`config.mk`:
```
export PLATFORM = sky130hd
export DESIGN_NAME = multi_clk_div
export DESIGN_NICKNAME = d
export VERILOG_FILES = /design/src/rtl/multi_clk_div.sv
export SDC_FILE = /design/constraint.sdc
export NUM_CORES = 1
export LEC_CHECK = 0
export CAP_MARGIN = 0
export CORE_ASPECT_RATIO = 0.8
export CORE_MARGIN = 5
export CORE_UTILIZATION = 45
export DETAILED_ROUTE_END_ITERATION = 12
export GPL_TIMING_DRIVEN = 0
export PLACE_DENSITY_LB_ADDON = 0.1
export SLEW_MARGIN = 30
export SYNTH_ARGS = -nofsm -noshare
export SYNTH_HDL_FRONTEND = slang
export SYNTH_SLANG_ARGS = --single-unit
export TNS_END_PERCENT = 20
```
`constraint.sdc`:
```
create_clock -name clk_i -period 5.1 [get_ports clk_i]
set_input_delay 1.02 -clock clk_i [delete_from_list [all_inputs] [get_ports clk_i]]
set_output_delay 1.02 -clock clk_i [all_outputs]
set_load 0.005 [all_outputs]
```
`src/rtl/multi_clk_div.sv`:
```
// multi_clk_div: N-channel programmable clock/tick divider with glitch-free divisor updates and global sync
module multi_clk_div #(
  parameter int NumChannels = 2,
  parameter int DivWidth    = 16,
  parameter int DefaultDiv  = 50
) (
  input  logic                            clk_i,
  input  logic                            rst_ni,
  input  logic [NumChannels-1:0]          en_i,
  input  logic [NumChannels*DivWidth-1:0] div_i,
  input  logic [NumChannels-1:0]          div_valid_i,
  output logic [NumChannels-1:0]          div_ready_o,
  input  logic                            sync_i,
  output logic [NumChannels-1:0]          clk_o,
  output logic [NumChannels-1:0]          tick_o
);
  localparam logic [DivWidth-1:0] DefDiv = DivWidth'((DefaultDiv < 2) ? 2 : DefaultDiv);
  genvar c;
  for (c = 0; c < NumChannels; c++) begin : g_ch
    logic [DivWidth-1:0] active_q, pend_q, cnt_q, din, new_div, hi, nxt, next_active;
    logic pend_valid_q, clk_q, tick_q, wrap, apply, take;
    assign din         = div_i[c*DivWidth +: DivWidth];
    assign new_div     = (din < DivWidth'(2)) ? DivWidth'(2) : din;
    assign hi          = active_q - (active_q >> 1);
    assign nxt         = cnt_q + DivWidth'(1);
    assign wrap        = en_i[c] & ((cnt_q == active_q - DivWidth'(1)) | sync_i);
    assign apply       = pend_valid_q & (~en_i[c] | wrap);
    assign take        = div_valid_i[c] & ~pend_valid_q;
    assign next_active = apply ? pend_q : active_q;
    // Counter, phase and shadow-divisor update; idle preloads the last count so enabling wraps at once
    always_ff @(posedge clk_i or negedge rst_ni) begin
      if (!rst_ni) begin
        active_q     <= DefDiv;
        pend_q       <= DefDiv;
        pend_valid_q <= 1'b0;
        cnt_q        <= DefDiv - DivWidth'(1);
        clk_q        <= 1'b0;
        tick_q       <= 1'b0;
      end else begin
        active_q     <= next_active;
        pend_valid_q <= take | (pend_valid_q & ~apply);
        if (take) pend_q <= new_div;
        cnt_q        <= !en_i[c] ? next_active - DivWidth'(1) : wrap ? '0 : nxt;
        clk_q        <= en_i[c] & (wrap | (nxt < hi));
        tick_q       <= wrap;
      end
    end
    assign div_ready_o[c] = ~pend_valid_q;
    assign clk_o[c]       = clk_q;
    assign tick_o[c]      = tick_q;
  end
endmodule

```
After elaboration in Yosys (flattened, before gate mapping)
Index checks and enable logic that the tools add are counted.
{"block": "totals", "word_cells": 58, "in_bits": 39, "regBits": 102}
{"block": "classes", "n_addsub": 8, "bitwise": 24, "n_mux": 8, "eq_ne": 2, "order_cmp": 4}
{"operator": "two-way mux 16 bit", "count": 8}
{"operator": "subtractor 16 x 1 -> 16 bit, second input constant", "count": 4}
{"operator": "adder 16 x 1 -> 16 bit, second input constant", "count": 2}
{"operator": "equality test 16 bit", "count": 2}
{"operator": "less-than comparator 16 bit", "count": 2}
{"operator": "less-than comparator 16 x 2 -> 1 bit, second input constant", "count": 2}
{"operator": "subtractor 16 x 15 -> 16 bit", "count": 2}
{"operator": "bitwise AND 1 bit", "count": 10}
{"operator": "OR 1 bit", "count": 8}
{"operator": "inverter 1 bit", "count": 6}

Depth between registers and ports, before layout
Gate-level depths: netlist of the first run.
{"block": "logic_depth", "depth_word": 9, "depth_mapped": 19, "mapped_depth_nobuf": 17}

Least setup slack after synthesis of the first run
No wires, ideal clock.
{"block": "synth_path", "path_kind": "flip-flop to flip-flop", "from": "register g_ch[0].active_q[2]", "to": "register g_ch[0].cnt_q[12]", "path_buffers": 2, "arrival_time_ns": 4.288, "required_ns": 4.963, "setup_slack_ns": 0.675, "stages_incl_launch_ff": 19, "path_cell_list": "dfrtp_1 inv_1 ha_1 nand4b_4 or3_1 a2111oi_2 nand4_1 o41ai_4 buf_6 buf_8 o21ai_0 inv_1 ha_1 or4b_2 nor4_1 nor2b_1 mux2i_1 xor2_1 o22ai_1"}
{"block": "synth_between", "elab_chain_cells": 9, "elab_cells_between_ends": 10}
{"item": "start, declared", "line": "20", "text": "logic [DivWidth-1:0] active_q, pend_q, cnt_q, din, new_div, hi, nxt, next_active;"}
{"item": "start signal, assigned", "line": "33", "text": "active_q <= DefDiv;"}
{"item": "start signal, assigned", "line": "40", "text": "active_q <= next_active;"}
{"item": "subtractor 16 x 1 -> 16 bit", "line": "26", "text": "assign wrap = en_i[c] & ((cnt_q == active_q - DivWidth'(1)) | sync_i);"}
{"item": "equality test 16 bit", "line": "26"}
{"item": "OR 1 bit", "line": "26"}
{"item": "bitwise AND 1 bit", "line": "26"}
{"item": "OR 1 bit", "line": "27", "text": "assign apply = pend_valid_q & (~en_i[c] | wrap);"}
{"item": "bitwise AND 1 bit", "line": "27"}
{"item": "two-way mux 16 bit", "line": "29", "text": "assign next_active = apply ? pend_q : active_q;"}
{"item": "net g_ch[0].next_active[0]", "line": "20"}
{"item": "subtractor 16 x 1 -> 16 bit", "line": "43", "text": "cnt_q <= !en_i[c] ? next_active - DivWidth'(1) : wrap ? '0 : nxt;"}
{"item": "two-way mux 16 bit", "line": "43"}
{"item": "end signal, assigned", "line": "36", "text": "cnt_q <= DefDiv - DivWidth'(1);"}
{"item": "end signal, assigned", "line": "43"}
{"item": "end, declared", "line": "20"}
The timed path passes the listed nets, and every way through them passes these cells.
A chain may end at the register's enable or synchronous reset.

Worst setup path after layout of the first run
{"block": "layout_path", "from": "register g_ch[1].active_q[4]", "to": "register g_ch[1].cnt_q[14]"}
{"block": "layout_between", "elab_chain_cells": 9, "elab_cells_between_ends": 10}
{"item": "start, declared", "line": "20"}
{"item": "start signal, assigned", "line": "33"}
{"item": "start signal, assigned", "line": "40"}
{"item": "subtractor 16 x 1 -> 16 bit", "line": "26"}
{"item": "equality test 16 bit", "line": "26"}
{"item": "OR 1 bit", "line": "26"}
{"item": "bitwise AND 1 bit", "line": "26"}
{"item": "OR 1 bit", "line": "27"}
{"item": "bitwise AND 1 bit", "line": "27"}
{"item": "two-way mux 16 bit", "line": "29"}
{"item": "subtractor 16 x 1 -> 16 bit", "line": "43"}
{"item": "two-way mux 16 bit (*)", "line": "43"}
{"item": "end signal, assigned", "line": "36"}
{"item": "end signal, assigned", "line": "43"}
{"item": "end, declared", "line": "20"}
Mark *: on every way between the ends. The rest lies on a longest branch, timed or not.

==> impl_metrics.csv, run 1 <==
group,metric,value,unit
outcome,outcome,"complete, no violations",
placed_design,hpwl,19.9,mm
floorplanning,dieArea,23000,um^2
final_layout,drive_gt1_share,10.1,%
final_layout,syn2layout_area_growth,13.1,%
synth,synth_fp_nets,1143,
timing,hold_ws,0.514,ns
timing,period_share,95.0,%
floorplanning,io_pins,45,
worst_hold_path,hold_class,"register to register",
clock_tree,path_clk_slew,0.08,ns
routing,remaining_drc_errors,0,
critical_path,end_kind,"register",
clock_tree,cts_hold_buf,0,
floorplanning,die_w,168,um
critical_path,critPathLaunchType,"register",
synth,synthMostInstantiatedCell,"ha_1",
final_layout,fin_cells,1330,
timing,drv_slew,0,
grt,grt_pass1_vias,6941,
final_layout,antenna_cells,0,
synth,synth-main-ff-cell,"dfrtp_1",
synth,synth_edf_count,0,
timing,timing_hold_violations_final,0,
grt,grt_antenna_before_repair,0,
synth,seq_area_frac_synth,28.6,%
final_layout,seqCellArea,2570,um^2
placed_design,portBuffers,42,
synth,yosysTopAreaCell,"dfrtp_1",
floorplanning,row_count,46,
power_and_ir_drop,peakVddDrop,289,uV
grt,grt_max_degree,59,
clock_tree,cts_tree,"done",
clock_tree,clk_latency,0.36,ns
synth,synthCells,1006,
critical_path,critPathMaxFanout,10,
routing,ant_nets,0,
timing,clock_skew,0.0119,ns
clock_tree,cts_buffers,9,
routing,wirelength,24.7,mm
synth,synthTopCellsByCount,"96 x ha_1, 84 x dfrtp_1, 79 x inv_1",
synth,yosysWarnings,0,
timing,setup_violations,0,
synth,synth-async-reset-ratio,100,%
routing,via_count,7627,
timing,max_freq,206,MHz
floorplanning,start_util,45.6,%
grt,grt_usage,21.6,%
synth,synth_area_per_cell,8.95,um^2
grt,grt_pass1_wl,39.0,mm
synth,synth_seq_cells,102,
clock_tree,clk_root_buffer_cell,"clkbuf_16",
clock_tree,cts_sinks,102,
critical_path,cp_data_arrival_time,5.08,ns
clock_tree,htree_num_levels,3,
final_layout,nets,1198,
grt,gr-total-overflow,0,
placed_design,dp.cells,1313,
placed_design,gp_congestion,0.874,
synth,synthTopCellsByArea,"dfrtp_1 23%, ha_1 13%, xnor2_1 6.9%, dfstp_2 5.3%, xor2_1 5.1%",
flow_run,drv_cap,0,
critical_path,crit_type,"register to register",
power_and_ir_drop,power.density,610,nW/um^2
routing,drt_iter0_drc,743,
timing,relSlewSlack,39.1,%
synth,synth_cell_type_count,73,
power_and_ir_drop,leakagePower,0.00435,uW
timing,period_minus_slack,4.84,ns
floorplanning,die_y,137,um
floorplanning,core,19700,um^2
critical_path,crit_required,5.33,ns
final_layout,multiInputGateArea,5990,um^2
clock_tree,cts_max_path_buffers,2,
final_layout,fillers,1874,
power_and_ir_drop,p_total,6220,uW
routing,vias_per_cell,5.73,
timing,tightest_slew,0.891,ns
timing,grt_setup_unrepaired,"yes",
synth,synth_top_area_share,23.3,%
routing,routedWlPerCell,18.6,um
synth,syn_area,9010,um^2
routing,firstDrtPassIters,5,
[state kept, by name, indices dropped and copies added (netlist names)]
register / cells
g_ch.active_q: 32
g_ch.clk_q: 2
g_ch.pend_valid_q: 2
g_ch.tick_q: 2
g_ch.cnt_q: 32
g_ch.pend_q: 32
[area by class of cell]
type | instances | area share [%]
flip-flops and latches | 102 | 25.3
inverters | 79 | 2.91
clock inverters | 7 | 1.35
clock buffers | 9 | 2.21
plain buffers | 32 | 1.74
multi-input cells | 793 | 58.8
well taps | 264 | 3.24
repair buffers | 44 | 4.52
[what timing repair did]
item	in CTS	in global routing
gates resized for setup	3	7
endpoints found under the setup margin	2	4
pin swaps	1	1
gates cloned	0	0
buffers inserted	1	0
[stage by stage]
stage | utilization [%] | setup TNS, ns | setup slack (ns) | cell area, um^2
final | 51.6 | 0 | 0.256 | 10200
after global routing | 51.6 | -0.0211 | -0.0211 | 10200
after CTS | 51.5 | 0 | 0.0702 | 10200
after detailed placement | 49.6 | -0.278 | -0.176 | 9790
after global placement | 49.4 | -100.22 | -1.20 | 9760
after floorplan | - | 0 | 0.675 | 9010
[power by group]
part	switching, uW	leakage (uW)	internal [uW]
Clock	344	0.000177	493
Sequential	386	0.00121	1100
Combinational	2130	0.00296	1770
Total	2860	0.00435	3360
[metal layers]
metal	wire, um	vias to the layer above	global-route usage [%]
met5	0	-	0
met4	175	0	3.24
met3	1420	17	3.06
met2	8960	235	27.3
met1	14100	3638	37.7
li1	-	3737	-
[logic make-up after synthesis]
family | count (synthesis) | synth area share (%)
compound gates | 191 | 15.0
xor+xnor | 125 | 12.5
fa+ha+maj | 98 | 13.8
buf+inv | 111 | 5.24
flops | 102 | 28.6
mux | 52 | 6.39
simple gates | 327 | 18.6
[worst max-delay path, cell delays in order (launching register included)]
cell and delay [ns]:
dfstp_2 0.60, inv_1 0.16, ha_1 0.25, and4b_1 0.21, clkbuf_1 0.16, a31o_2 0.28
a2111oi_0 0.34, and4_1 0.33, a211oi_2 0.18, nor2_2 0.23, clkbuf_4 0.26, nor2_1 0.07
a21oi_1 0.15, ha_2 0.29, nand3_1 0.20, or4_1 0.47, a211oi_2 0.28, a2111o_1 0.14
nand3_1 0.10
[worst paths after layout]
| check | start | to | slack, ns | cells after the start |
|---|---|---|---|---|
| max | g_ch[1].active_q[4]$_DFF_PN1_ | g_ch[1].cnt_q[14]$_DFF_PN0_ | 0.26 | 18 |
| min | g_ch[0].pend_q[15]$_DFFE_PN0P_ | g_ch[0].pend_q[15]$_DFFE_PN0P_ | 0.51 | 1 |
| max reg2reg | g_ch[1].active_q[4]$_DFF_PN1_ | g_ch[1].cnt_q[14]$_DFF_PN0_ | 0.26 | 18 |
| min reg2reg | g_ch[0].pend_q[15]$_DFFE_PN0P_ | g_ch[0].pend_q[15]$_DFFE_PN0P_ | 0.51 | 1 |
| max in group asynchronous | rst_ni | g_ch[0].cnt_q[5]$_DFF_PN1_ | 3.89 | 2 |
| min in group asynchronous | rst_ni | g_ch[1].clk_q$_DFF_PN0_ | 0.55 | 1 |
[cells in the final DEF, fill, tap and decap left out, types with 5 or more instances in the layout]
master	synthesis	layout
a211oi_1	7	6
clkdlybuf4s50_1	0	41
a21oi_1	29	29
nor4_1	14	13
clkbuf_1	18	18
nor2_1	59	58
mux2i_1	14	14
mux2_2	36	36
nand3_1	52	52
inv_1	79	77
dfrtp_1	84	84
nand2b_1	11	11
buf_4	6	7
nor3_1	37	37
xnor2_1	71	71
xor2_1	52	52
o21ai_0	46	46
dfstp_2	18	18
o2111ai_1	5	5
a211o_1	5	5
a2111oi_0	11	10
o21a_1	8	8
clkbuf_16	0	9
ha_1	96	93
or3_1	12	12
nand4_1	25	25
a21o_1	10	10
nand2_1	69	69
a2111o_1	5	5
o22ai_1	14	14
and3_1	9	9
nor3b_1	9	9
nor2b_1	11	11
a311oi_1	5	5
Note: power is estimated with default switching activity, not from simulation.
==> inputs of run 2 (changes only) <==
--- a/config.mk
+++ b/config.mk
@@ -6,9 +6,12 @@
 export NUM_CORES = 1
 export LEC_CHECK = 0
 export CAP_MARGIN = 0
+export CELL_PAD_IN_SITES_DETAIL_PLACEMENT = 2
+export CELL_PAD_IN_SITES_GLOBAL_PLACEMENT = 2
 export CORE_ASPECT_RATIO = 0.8
 export CORE_MARGIN = 5
-export CORE_UTILIZATION = 45
+export CORE_UTILIZATION = 39
+export CTS_CLUSTER_DIAMETER = 100
 export DETAILED_ROUTE_END_ITERATION = 12
 export GPL_TIMING_DRIVEN = 0
 export PLACE_DENSITY_LB_ADDON = 0.1
==> run 2 against run 1 <==
Against the previous run:
- critical path depth is the same
- register-to-register slack is essentially flat
- first-iteration DRC count shrank 29%
- via count grew 5.2%
- sequential share of layout area shrank 0.15 points
- critical path type unchanged
- non-clock buffer count grew 3
- core utilization shrank 6.3 points
- global-route usage grew 2.2 points
- sequential power is essentially flat
- critical endpoint unchanged
- largest cell class unchanged
- highest routed layer unchanged
- design area grew 0.66%
- power grew 4.4%
==> impl_metrics.csv, run 2 (synthesis gave the netlist of run 1 again) <==
group,metric,value,unit
outcome,outcome,"complete, no violations",
power_and_ir_drop,p_total,6490,uW
timing,clock_skew,0.0149,ns
critical_path,crit_type,"register to register",
floorplanning,row_count,49,
routing,vias_per_cell,5.84,
routing,topRoutingLayerUsed,"met4",
final_layout,nets,1201,
critical_path,r2r_end,"g_ch[1].cnt_q[14]$_DFF_PN0_",
critical_path,startpoint,"g_ch[1].active_q[4]$_DFF_PN1_",
critical_path,worstPathCellList,"inv_1 > ha_1 > and4b_1 > clkbuf_1 > a31o_2 > a2111oi_1 > and4_2 > a211oi_4 > nor2_4 > clkbuf_4 > nor2_1 > a21oi_1 > ha_4 > nand3_1 > or4_1 > a211oi_2 > a2111o_1 > nand3_1",
critical_path,crit_family,"simple AND/OR/NAND/NOR gates",
final_layout,fillers,2487,
final_layout,final_util,45.3,%
critical_path,path_buf_inv,3,
critical_path,cp_data_arrival_time,5.05,ns
routing,via_count,8025,
routing,dr_wl_met2,12.9,mm
final_layout,fin_area,10300,um^2
grt,grt_pass1_vias,8487,
timing,timing_hold_violations_final,0,
critical_path,critPathMaxFanout,10,
critical_path,rrSetupSlack,0.26,ns
critical_path,worstSetupEndpoint,"g_ch[1].cnt_q[14]$_DFF_PN0_",
floorplanning,dieArea,26300,um^2
critical_path,reg2regPathDepth,18,
grt,grt_max_degree,61,
timing,max_freq,207,MHz
timing,drv_slew,0,
floorplanning,start_util,39.8,%
clock_tree,cts_max_path_buffers,2,
placed_design,portBuffers,42,
critical_path,r2r-start,"g_ch[1].active_q[4]$_DFF_PN1_",
final_layout,fin_cells,1375,
critical_path,crit_required,5.32,ns
timing,setup_violations,0,
placed_design,gp_congestion,0.874,
final_layout,syn2layout_area_growth,13.9,%
clock_tree,cts_tree,"done",
routing,routedWlPerCell,23.0,um
grt,grt_pass1_wl,49.7,mm
flow_run,drv_cap,0,
clock_tree,clk_latency,0.37,ns
placed_design,placed_area,9840,um^2
timing,hold_ws,0.508,ns
clock_tree,htree_num_levels,3,
floorplanning,core,22600,um^2
critical_path,critPathMaxStageDelay,0.62,ns
clock_tree,cts_sinks,102,
floorplanning,die_w,180,um
grt,gr-total-overflow,0,
power_and_ir_drop,leakagePower,0.00435,uW
routing,drt-met1-wl,17.4,mm
critical_path,end_kind,"register",
placed_design,dp.cells,1355,
routing,wl_met3,1.10,mm
timing,relSlewSlack,39.9,%
grt,grt_usage,23.7,%
timing,period_share,94.8,%
timing,tightest_slew,0.879,ns
floorplanning,io_pins,45,
floorplanning,die_y,146,um
critical_path,cpMostUsedCell,"nand3_1",
final_layout,reg.largest.list,"g_ch.active_q: 32 flops, g_ch.cnt_q: 32 flops, g_ch.pend_q: 32 flops",
final_layout,layout_common_cells,"93 x ha_1, 83 x dfrtp_1, 77 x inv_1",
critical_path,critPathLaunchType,"register",
routing,firstDrtPassIters,5,
routing,remaining_drc_errors,0,
clock_tree,clk_root_buffer_cell,"clkbuf_16",
final_layout,drive_gt1_share,10.6,%
power_and_ir_drop,power.density,633,nW/um^2
grt,grt_antenna_before_repair,0,
placed_design,hpwl,25.5,mm
clock_tree,cts_buffers,9,
critical_path,cp_num_cells,18,
final_layout,antenna_cells,0,
timing,period_minus_slack,4.84,ns
routing,drt_iter0_drc,526,
final_layout,mostFrequentLayoutCell,"ha_1",
routing,ant_nets,0,
critical_path,crit_slowest_cell,"dfstp_2",
routing,wirelength,31.7,mm
worst_hold_path,hold_class,"register to register",
clock_tree,path_clk_slew,0.08,ns
power_and_ir_drop,peakVddDrop,283,uV
run 2: final cells by class:
class	instances	area [um^2]	area share [%]
inverter	79	297	2.89
timing repair buffer	47	479	4.67
multi-input combinational	793	6020	58.7
clock buffer	9	225	2.20
buffer	32	178	1.73
clock inverter	7	98.8	0.964
tap	306	383	3.73
sequential	102	2580	25.1
run 2: worst register-to-register path: stages (launching register included):
cell	delay, ns
dfstp_2	0.62
inv_1	0.17
ha_1	0.26
and4b_1	0.21
clkbuf_1	0.17
a31o_2	0.29
a2111oi_1	0.32
and4_2	0.34
a211oi_4	0.13
nor2_4	0.18
clkbuf_4	0.25
nor2_1	0.08
a21oi_1	0.21
ha_4	0.23
nand3_1	0.18
or4_1	0.50
a211oi_2	0.28
a2111o_1	0.15
nand3_1	0.12
run 2: worst min-delay path by stage:
stage	from	to	slack [ns]	cells past startpoint
2_1_floorplan	g_ch[0].pend_q[15]$_DFFE_PN0P_	g_ch[0].pend_q[15]$_DFFE_PN0P_	0.47	1
3_3_place_gp	g_ch[0].pend_q[15]$_DFFE_PN0P_	g_ch[0].pend_q[15]$_DFFE_PN0P_	0.49	1
3_5_place_dp	g_ch[0].pend_q[15]$_DFFE_PN0P_	g_ch[0].pend_q[15]$_DFFE_PN0P_	0.50	1
4_1_cts	g_ch[0].pend_q[15]$_DFFE_PN0P_	g_ch[0].pend_q[15]$_DFFE_PN0P_	0.52	1
5_1_grt	g_ch[1].pend_q[15]$_DFFE_PN0P_	g_ch[1].pend_q[15]$_DFFE_PN0P_	0.53	1
6_report	g_ch[0].pend_q[15]$_DFFE_PN0P_	g_ch[0].pend_q[15]$_DFFE_PN0P_	0.51	1
run 2: repair_timing:
action / in CTS / in global routing
buffers inserted: 1 / 3
endpoints found under the setup margin: 5 / 4
resized for setup: 8 / 9
pin swaps: 2 / 3
hold buffers: 0 / 0
run 2: metal layers:
metal | track usage [%] | up-vias
met1 | 39.2 | 4104
li1 | - | 3738
met2 | 33.4 | 166
met4 | 3.54 | 0
met3 | 2.55 | 17
met5 | 0 | -
run 2: per-stage QoR:
| step | setup TNS (ns) | setup slack [ns] |
|---|---|---|
| after detailed placement | -1.08 | -0.438 |
| after CTS | 0 | 0.0415 |
| after global routing | -0.0641 | -0.0426 |
| final | 0 | 0.264 |
| after floorplan | 0 | 0.675 |
| after global placement | -94.01 | -1.13 |
run 2: power breakdown:
group	internal [uW]	total [uW]	switching (uW)
sequential	1100	1520	418
clock	398	779	381
combinational	1810	4190	2380
